==> config.mk <==
export PLATFORM = sky130hd
export DESIGN_NAME = mem_port_arbiter
export DESIGN_NICKNAME = d
export VERILOG_FILES = /design/src/rtl/mem_port_arbiter.sv
export SDC_FILE = /design/constraint.sdc
export NUM_CORES = 1
export LEC_CHECK = 0
export ABC_AREA = 1
export CORE_MARGIN = 2
export CORE_UTILIZATION = 35
export CTS_CLUSTER_DIAMETER = 120
export DETAILED_ROUTE_END_ITERATION = 8
export PLACE_DENSITY_LB_ADDON = 0.15
export SLEW_MARGIN = 30
export SYNTH_ARGS = -nofsm -noshare
export SYNTH_HDL_FRONTEND = slang
export SYNTH_SLANG_ARGS = --single-unit
==> constraint.sdc <==
create_clock -name clock_i -period 6.3 [get_ports clock_i]
set_clock_uncertainty 0.1 [all_clocks]
set_input_delay 1.575 -clock clock_i [delete_from_list [all_inputs] [get_ports clock_i]]
set_output_delay 1.575 -clock clock_i [all_outputs]
set_load 0.01 [all_outputs]
==> src/rtl/mem_port_arbiter.sv <==
`default_nettype none
// ============================================================================
// Module   : mem_port_arbiter
// Purpose  : Two-requester round-robin front end for a single-port RAM.
//            After reset it can zero-fill the RAM. Each requester may have
//            one transaction outstanding. Its response is buffered until
//            the requester consumes it.
// Ports    : clock_i/reset_i        - clock, async active-high reset
//            reqN_*_i / reqN_ready_o - request channel, N = 0,1
//            respN_*               - response channel, N = 0,1
//            ram_*                 - single-port RAM (read data one cycle late)
//            init_done_o           - zero-fill complete
// Revision : 1.0 - initial release
// ============================================================================
module mem_port_arbiter #(
  parameter int ADDR_W  = 12,
  parameter int DATA_W  = 32,
  parameter bit INIT_EN = 1'b1
) (
  input  logic                clock_i,
  input  logic                reset_i,
  input  logic                req0_valid_i,
  output logic                req0_ready_o,
  input  logic                req0_write_i,
  input  logic [ADDR_W-1:0]   req0_addr_i,
  input  logic [DATA_W-1:0]   req0_wdata_i,
  input  logic [DATA_W/8-1:0] req0_mask_i,
  output logic                resp0_valid_o,
  input  logic                resp0_ready_i,
  output logic [DATA_W-1:0]   resp0_rdata_o,
  input  logic                req1_valid_i,
  output logic                req1_ready_o,
  input  logic                req1_write_i,
  input  logic [ADDR_W-1:0]   req1_addr_i,
  input  logic [DATA_W-1:0]   req1_wdata_i,
  input  logic [DATA_W/8-1:0] req1_mask_i,
  output logic                resp1_valid_o,
  input  logic                resp1_ready_i,
  output logic [DATA_W-1:0]   resp1_rdata_o,
  output logic                ram_en_o,
  output logic                ram_wmode_o,
  output logic [ADDR_W-1:0]   ram_addr_o,
  output logic [DATA_W/8-1:0] ram_wmask_o,
  output logic [DATA_W-1:0]   ram_wdata_o,
  input  logic [DATA_W-1:0]   ram_rdata_i,
  output logic                init_done_o
);

  localparam int MASK_W = DATA_W / 8;

  typedef enum logic [0:0] {
    ST_INIT = 1'b0,
    ST_RUN  = 1'b1
  } state_t;

  localparam state_t RESET_STATE = INIT_EN ? ST_INIT : ST_RUN;

  state_t              state_q, state_d;
  logic [ADDR_W-1:0]   cnt_q, cnt_d;
  logic                ptr_q, ptr_d;
  logic                inflight_q, inflight_d;
  logic                owner_q, owner_d;
  logic                is_read_q, is_read_d;
  logic [1:0]          resp_valid_q, resp_valid_d;
  logic [DATA_W-1:0]   rdata0_q, rdata0_d;
  logic [DATA_W-1:0]   rdata1_q, rdata1_d;
  logic                init_done_q, init_done_d;

  logic busy0, busy1, elig0, elig1, gnt0, gnt1;

  // Only one grant per cycle, so a single in-flight slot tagged with its
  // owner represents both per-requester in-flight flags.
  assign busy0 = (inflight_q & ~owner_q) | resp_valid_q[0];
  assign busy1 = (inflight_q &  owner_q) | resp_valid_q[1];

  // Reset is folded into the grants so the ready outputs drop the moment
  // reset is asserted, not at the next edge.
  assign elig0 = (state_q == ST_RUN) & ~reset_i & req0_valid_i & ~busy0;
  assign elig1 = (state_q == ST_RUN) & ~reset_i & req1_valid_i & ~busy1;
  assign gnt0  = elig0 & (~elig1 | ~ptr_q);
  assign gnt1  = elig1 & (~elig0 |  ptr_q);

  assign req0_ready_o  = gnt0;
  assign req1_ready_o  = gnt1;
  assign resp0_valid_o = resp_valid_q[0];
  assign resp1_valid_o = resp_valid_q[1];
  assign resp0_rdata_o = rdata0_q;
  assign resp1_rdata_o = rdata1_q;
  assign init_done_o   = init_done_q;

  always_comb begin
    state_d      = state_q;
    cnt_d        = cnt_q;
    ptr_d        = ptr_q;
    inflight_d   = gnt0 | gnt1;
    owner_d      = owner_q;
    is_read_d    = is_read_q;
    resp_valid_d = resp_valid_q & ~{resp1_ready_i, resp0_ready_i};
    rdata0_d     = rdata0_q;
    rdata1_d     = rdata1_q;
    ram_en_o     = 1'b0;
    ram_wmode_o  = 1'b0;
    ram_addr_o   = '0;
    ram_wmask_o  = '0;
    ram_wdata_o  = '0;

    case (state_q)
      ST_INIT: begin
        ram_en_o    = 1'b1;
        ram_wmode_o = 1'b1;
        ram_wmask_o = {MASK_W{1'b1}};
        ram_addr_o  = cnt_q;
        cnt_d       = cnt_q + 1'b1;
        if (cnt_q == {ADDR_W{1'b1}}) begin
          state_d = ST_RUN;
        end
      end
      default: begin
        if (gnt0) begin
          ram_en_o    = 1'b1;
          ram_wmode_o = req0_write_i;
          ram_addr_o  = req0_addr_i;
          ram_wmask_o = req0_mask_i;
          ram_wdata_o = req0_wdata_i;
          ptr_d       = 1'b1;
          owner_d     = 1'b0;
          is_read_d   = ~req0_write_i;
        end else if (gnt1) begin
          ram_en_o    = 1'b1;
          ram_wmode_o = req1_write_i;
          ram_addr_o  = req1_addr_i;
          ram_wmask_o = req1_mask_i;
          ram_wdata_o = req1_wdata_i;
          ptr_d       = 1'b0;
          owner_d     = 1'b1;
          is_read_d   = ~req1_write_i;
        end
      end
    endcase

    // RAM read data is valid in the cycle after the access; capture it into
    // the owner's response buffer. Owner cannot be holding a response here.
    if (inflight_q) begin
      if (owner_q) begin
        resp_valid_d[1] = 1'b1;
        rdata1_d        = is_read_q ? ram_rdata_i : '0;
      end else begin
        resp_valid_d[0] = 1'b1;
        rdata0_d        = is_read_q ? ram_rdata_i : '0;
      end
    end

    if (reset_i) begin
      ram_en_o = 1'b0;
    end

    init_done_d = (state_d == ST_RUN);
  end

  always_ff @(posedge clock_i or posedge reset_i) begin
    if (reset_i) begin
      state_q      <= RESET_STATE;
      cnt_q        <= '0;
      ptr_q        <= 1'b0;
      inflight_q   <= 1'b0;
      owner_q      <= 1'b0;
      is_read_q    <= 1'b0;
      resp_valid_q <= '0;
      rdata0_q     <= '0;
      rdata1_q     <= '0;
      init_done_q  <= 1'b0;
    end else begin
      state_q      <= state_d;
      cnt_q        <= cnt_d;
      ptr_q        <= ptr_d;
      inflight_q   <= inflight_d;
      owner_q      <= owner_d;
      is_read_q    <= is_read_d;
      resp_valid_q <= resp_valid_d;
      rdata0_q     <= rdata0_d;
      rdata1_q     <= rdata1_d;
      init_done_q  <= init_done_d;
    end
  end

endmodule
`default_nettype wire
==> results.yml <==
outcome:
  outcome: "complete, no violations"
drt:
  num_vias: 4201
  viasPerCell: 4.73
  postRouteAntennaNets: 0
  drt-pass1-iter-count: 4
  drt_iter0_drc: 241
  route.detailed.drc: 0
  wl_mm: 12.7
  drt-wirelength-per-cell_microns: 14.3
critical_path:
  slowest_stage: "inv_2"
  critPathCaptureType: "output pin"
  cpMostUsedCell: "nand2_1"
  crit_chain: "clkdlybuf4s50_1 -> clkinv_2 -> nand3_2 -> nor2_2 -> nand2_1 -> inv_2 -> nand2_1 -> nand2_1 -> clkdlybuf4s50_1"
  cp_max_fo: 50
  path_class: "primary input to output pin"
  start_kind: "primary input"
  worstPathArrival_ps: 3900
  required_ps: 4620
  crit_path_max_incr_delay_ps: 600
synthesis:
  ys_types: 23
  avgSynthCellArea_sq_um: 7.78
  seq_area_frac_synth_pct: 52.6
  yosysWarnings: 0
  syn_nets: 644
  synth-seq-cells: 83
  syn-instance-count: 507
  syn-cell-area_sq_um: 3950
placed_design:
  port_buffers: 254
  dpl.hpwl_mm: 9.33
  gp_congestion: 0.761
  placed_area_sq_um: 6530
final_layout:
  fillers: 994
  postLayoutCellArea_sq_um: 6830
  drive_gt1_share_pct: 4.27
  insertedDiodeCount: 0
  fin_util_pct: 62.4
  nets: 881
  syn_to_final_growth_pct: 73.0
clock_network:
  cts.sinks: 83
  clk_pin_slew_ps: 60
  numCtsBuffers: 9
  ctsResizeCount: 0
  root_buffer: "clkbuf_16"
  cts_tree: "done"
  ctsHoldBuffers: 0
  post_cts_buffers: 0
  htreeDepth: 3
  insertion_delay_ps: 340
  cts_max_path_buffers: 2
global_route:
  gr-usage-met1_pct: 26.4
  track_usage_pct: 20.2
  grtUsageMet2_pct: 33.3
  use_met3_pct: 4.12
  antenna_found_initial: 0
  grt_pass1_wl_mm: 19.2
  grt_pass1_vias: 4058
  grt-ovfl-total: 0
  top_usage_layer: "met2"
  grt_max_degree: 85
sta:
  post-route-period-util_pct: 88.6
  finalSetupTns_ps: 0
  final_max_slew_viol_count: 0
  tightest_slew_ps: 813
  slew_headroom_pct: 45.8
  rsz0062_at_grt: "no"
  setup_violations: 0
  timing.final.hold_violations: 0
  fmax_mhz: 179
  finalCriticalPeriod_ps: 5580
floorplanning:
  io-pin-count: 255
  core_sq_um: 10900
  num_rows: 38
  start_util_pct: 36.1
  die_x_microns: 110
  dieArea_sq_um: 12100
  dieHeight_microns: 110
power_and_ir_drop:
  p_per_area_nw_per_um2: 167
  p_leak_uw: 0.00306
  irDropWorstVdd_mv: 0.119
flow_run:
  maxCapViolations: 0
min_path:
  hold_path_class: "register to register"
power by group:
group	switching, uW	internal (uW)
clock	208	301
combinational	24.3	73.9
sequential	0.0000000000000281	533
path summary, 6_finish.rpt:
| path | startpoint | end | slack (ps) | cells after the start |
|---|---|---|---|---|
| hold reg to reg | resp0_rdata_o[24] | resp0_rdata_o[24] | 380 | 2 |
| max in group asynchronous | reset_i | resp1_rdata_o[14] | 3840 | 3 |
| min in group asynchronous | reset_i | cnt_q[8] | 1720 | 3 |
| setup reg to reg | owner_q | owner_q | 4360 | 7 |
| hold / removal | resp0_rdata_o[24] | resp0_rdata_o[24] | 380 | 2 |
| setup / recovery | reset_i | ram_wdata_o[14] | 720 | 9 |
critical path, delay by kind of cell:
| kind | cells | cell delay [ps] |
|---|---|---|
| simple gates | 5 | 590 |
| buf+inv | 4 | 1700 |
synth_stat cells, drive strengths merged:
cell type	instances	area share, %
nand2	258	25
dfrtp	83	53
o21ai	68	8.6
nand3	25	3.3
inv	17	1.7
clkbuf	16	1.5
buf	14	2.7
nor2	9	1.2
xor2	6	1.3
xnor2	5	1.1
nand4	2	0.32
a21oi	1	0.22
ha	1	0.32
o22ai	1	0.16
o31ai	1	0.19
layout by cell type (no fill, tap or decap), types with 2 or more instances in the layout:
master and count:
nand2_1 254, clkdlybuf4s50_1 254, dfrtp_1 82, o21ai_0 68
nand3_1 24, inv_1 13, clkbuf_16 9, xor2_1 6
nor2_1 6, xnor2_1 5, nand2_2 3, clkbuf_8 3
clkinvlp_4 3, inv_4 2, nand4_1 2, nor2_2 2
cell type report:
class / count / area, sq um / area share (%)
timing repair buffer: 256 / 2560 / 37.5
sequential: 83 / 2080 / 30.4
multi-input combinational: 377 / 1640 / 24.1
clock buffer: 12 / 267 / 3.90
tap: 140 / 175 / 2.57
inverter: 17 / 70.1 / 1.03
clock inverter: 4 / 31.3 / 0.458
cell families (layout without fill, tap and decap cells):
group | Yosys count | count (layout) | share of synthesized area (%)
buffers and inverters | 47 | 289 | 5.96
AO/OA/AOI/OAI | 71 | 71 | 9.19
flip-flops | 83 | 83 | 52.6
adder cells (fa/ha/maj) | 1 | 1 | 0.317
AND/OR/NAND/NOR | 294 | 294 | 29.5
XOR/XNOR | 11 | 11 | 2.44
sequential cells by signal, indices dropped and copies added, names as in the netlist:
name	flops
cnt_q	12
inflight_q	1
init_done_o	1
is_read_q	1
owner_q	1
ptr_q	1
resp0_rdata_o	32
resp1_rdata_o	32
resp_valid_q	2
metrics by stage:
| stage | instances | hold slack, ps | setup slack [ps] | total power [uW] |
|---|---|---|---|---|
| 2_1_floorplan | 507 | 363 | 370 | 552 |
| 3_3_place_gp | 873 | 368 | 804 | 641 |
| 3_5_place_dp | 873 | 373 | 725 | 641 |
| 4_1_cts | 889 | 388 | 713 | 1150 |
| 5_1_grt | 889 | 414 | 490 | 1180 |
| 6_report | 889 | 385 | 720 | 1140 |
metal layers:
| metal | vias to the layer above | routed length [microns] |
|---|---|---|
| met1 | 1937 | 5380 |
| met2 | 176 | 6250 |
| met5 | - | 0 |
| li1 | 2071 | - |
| met4 | 0 | 208 |
| met3 | 17 | 881 |
No activity file was read; power rests on OpenSTA's default activity.
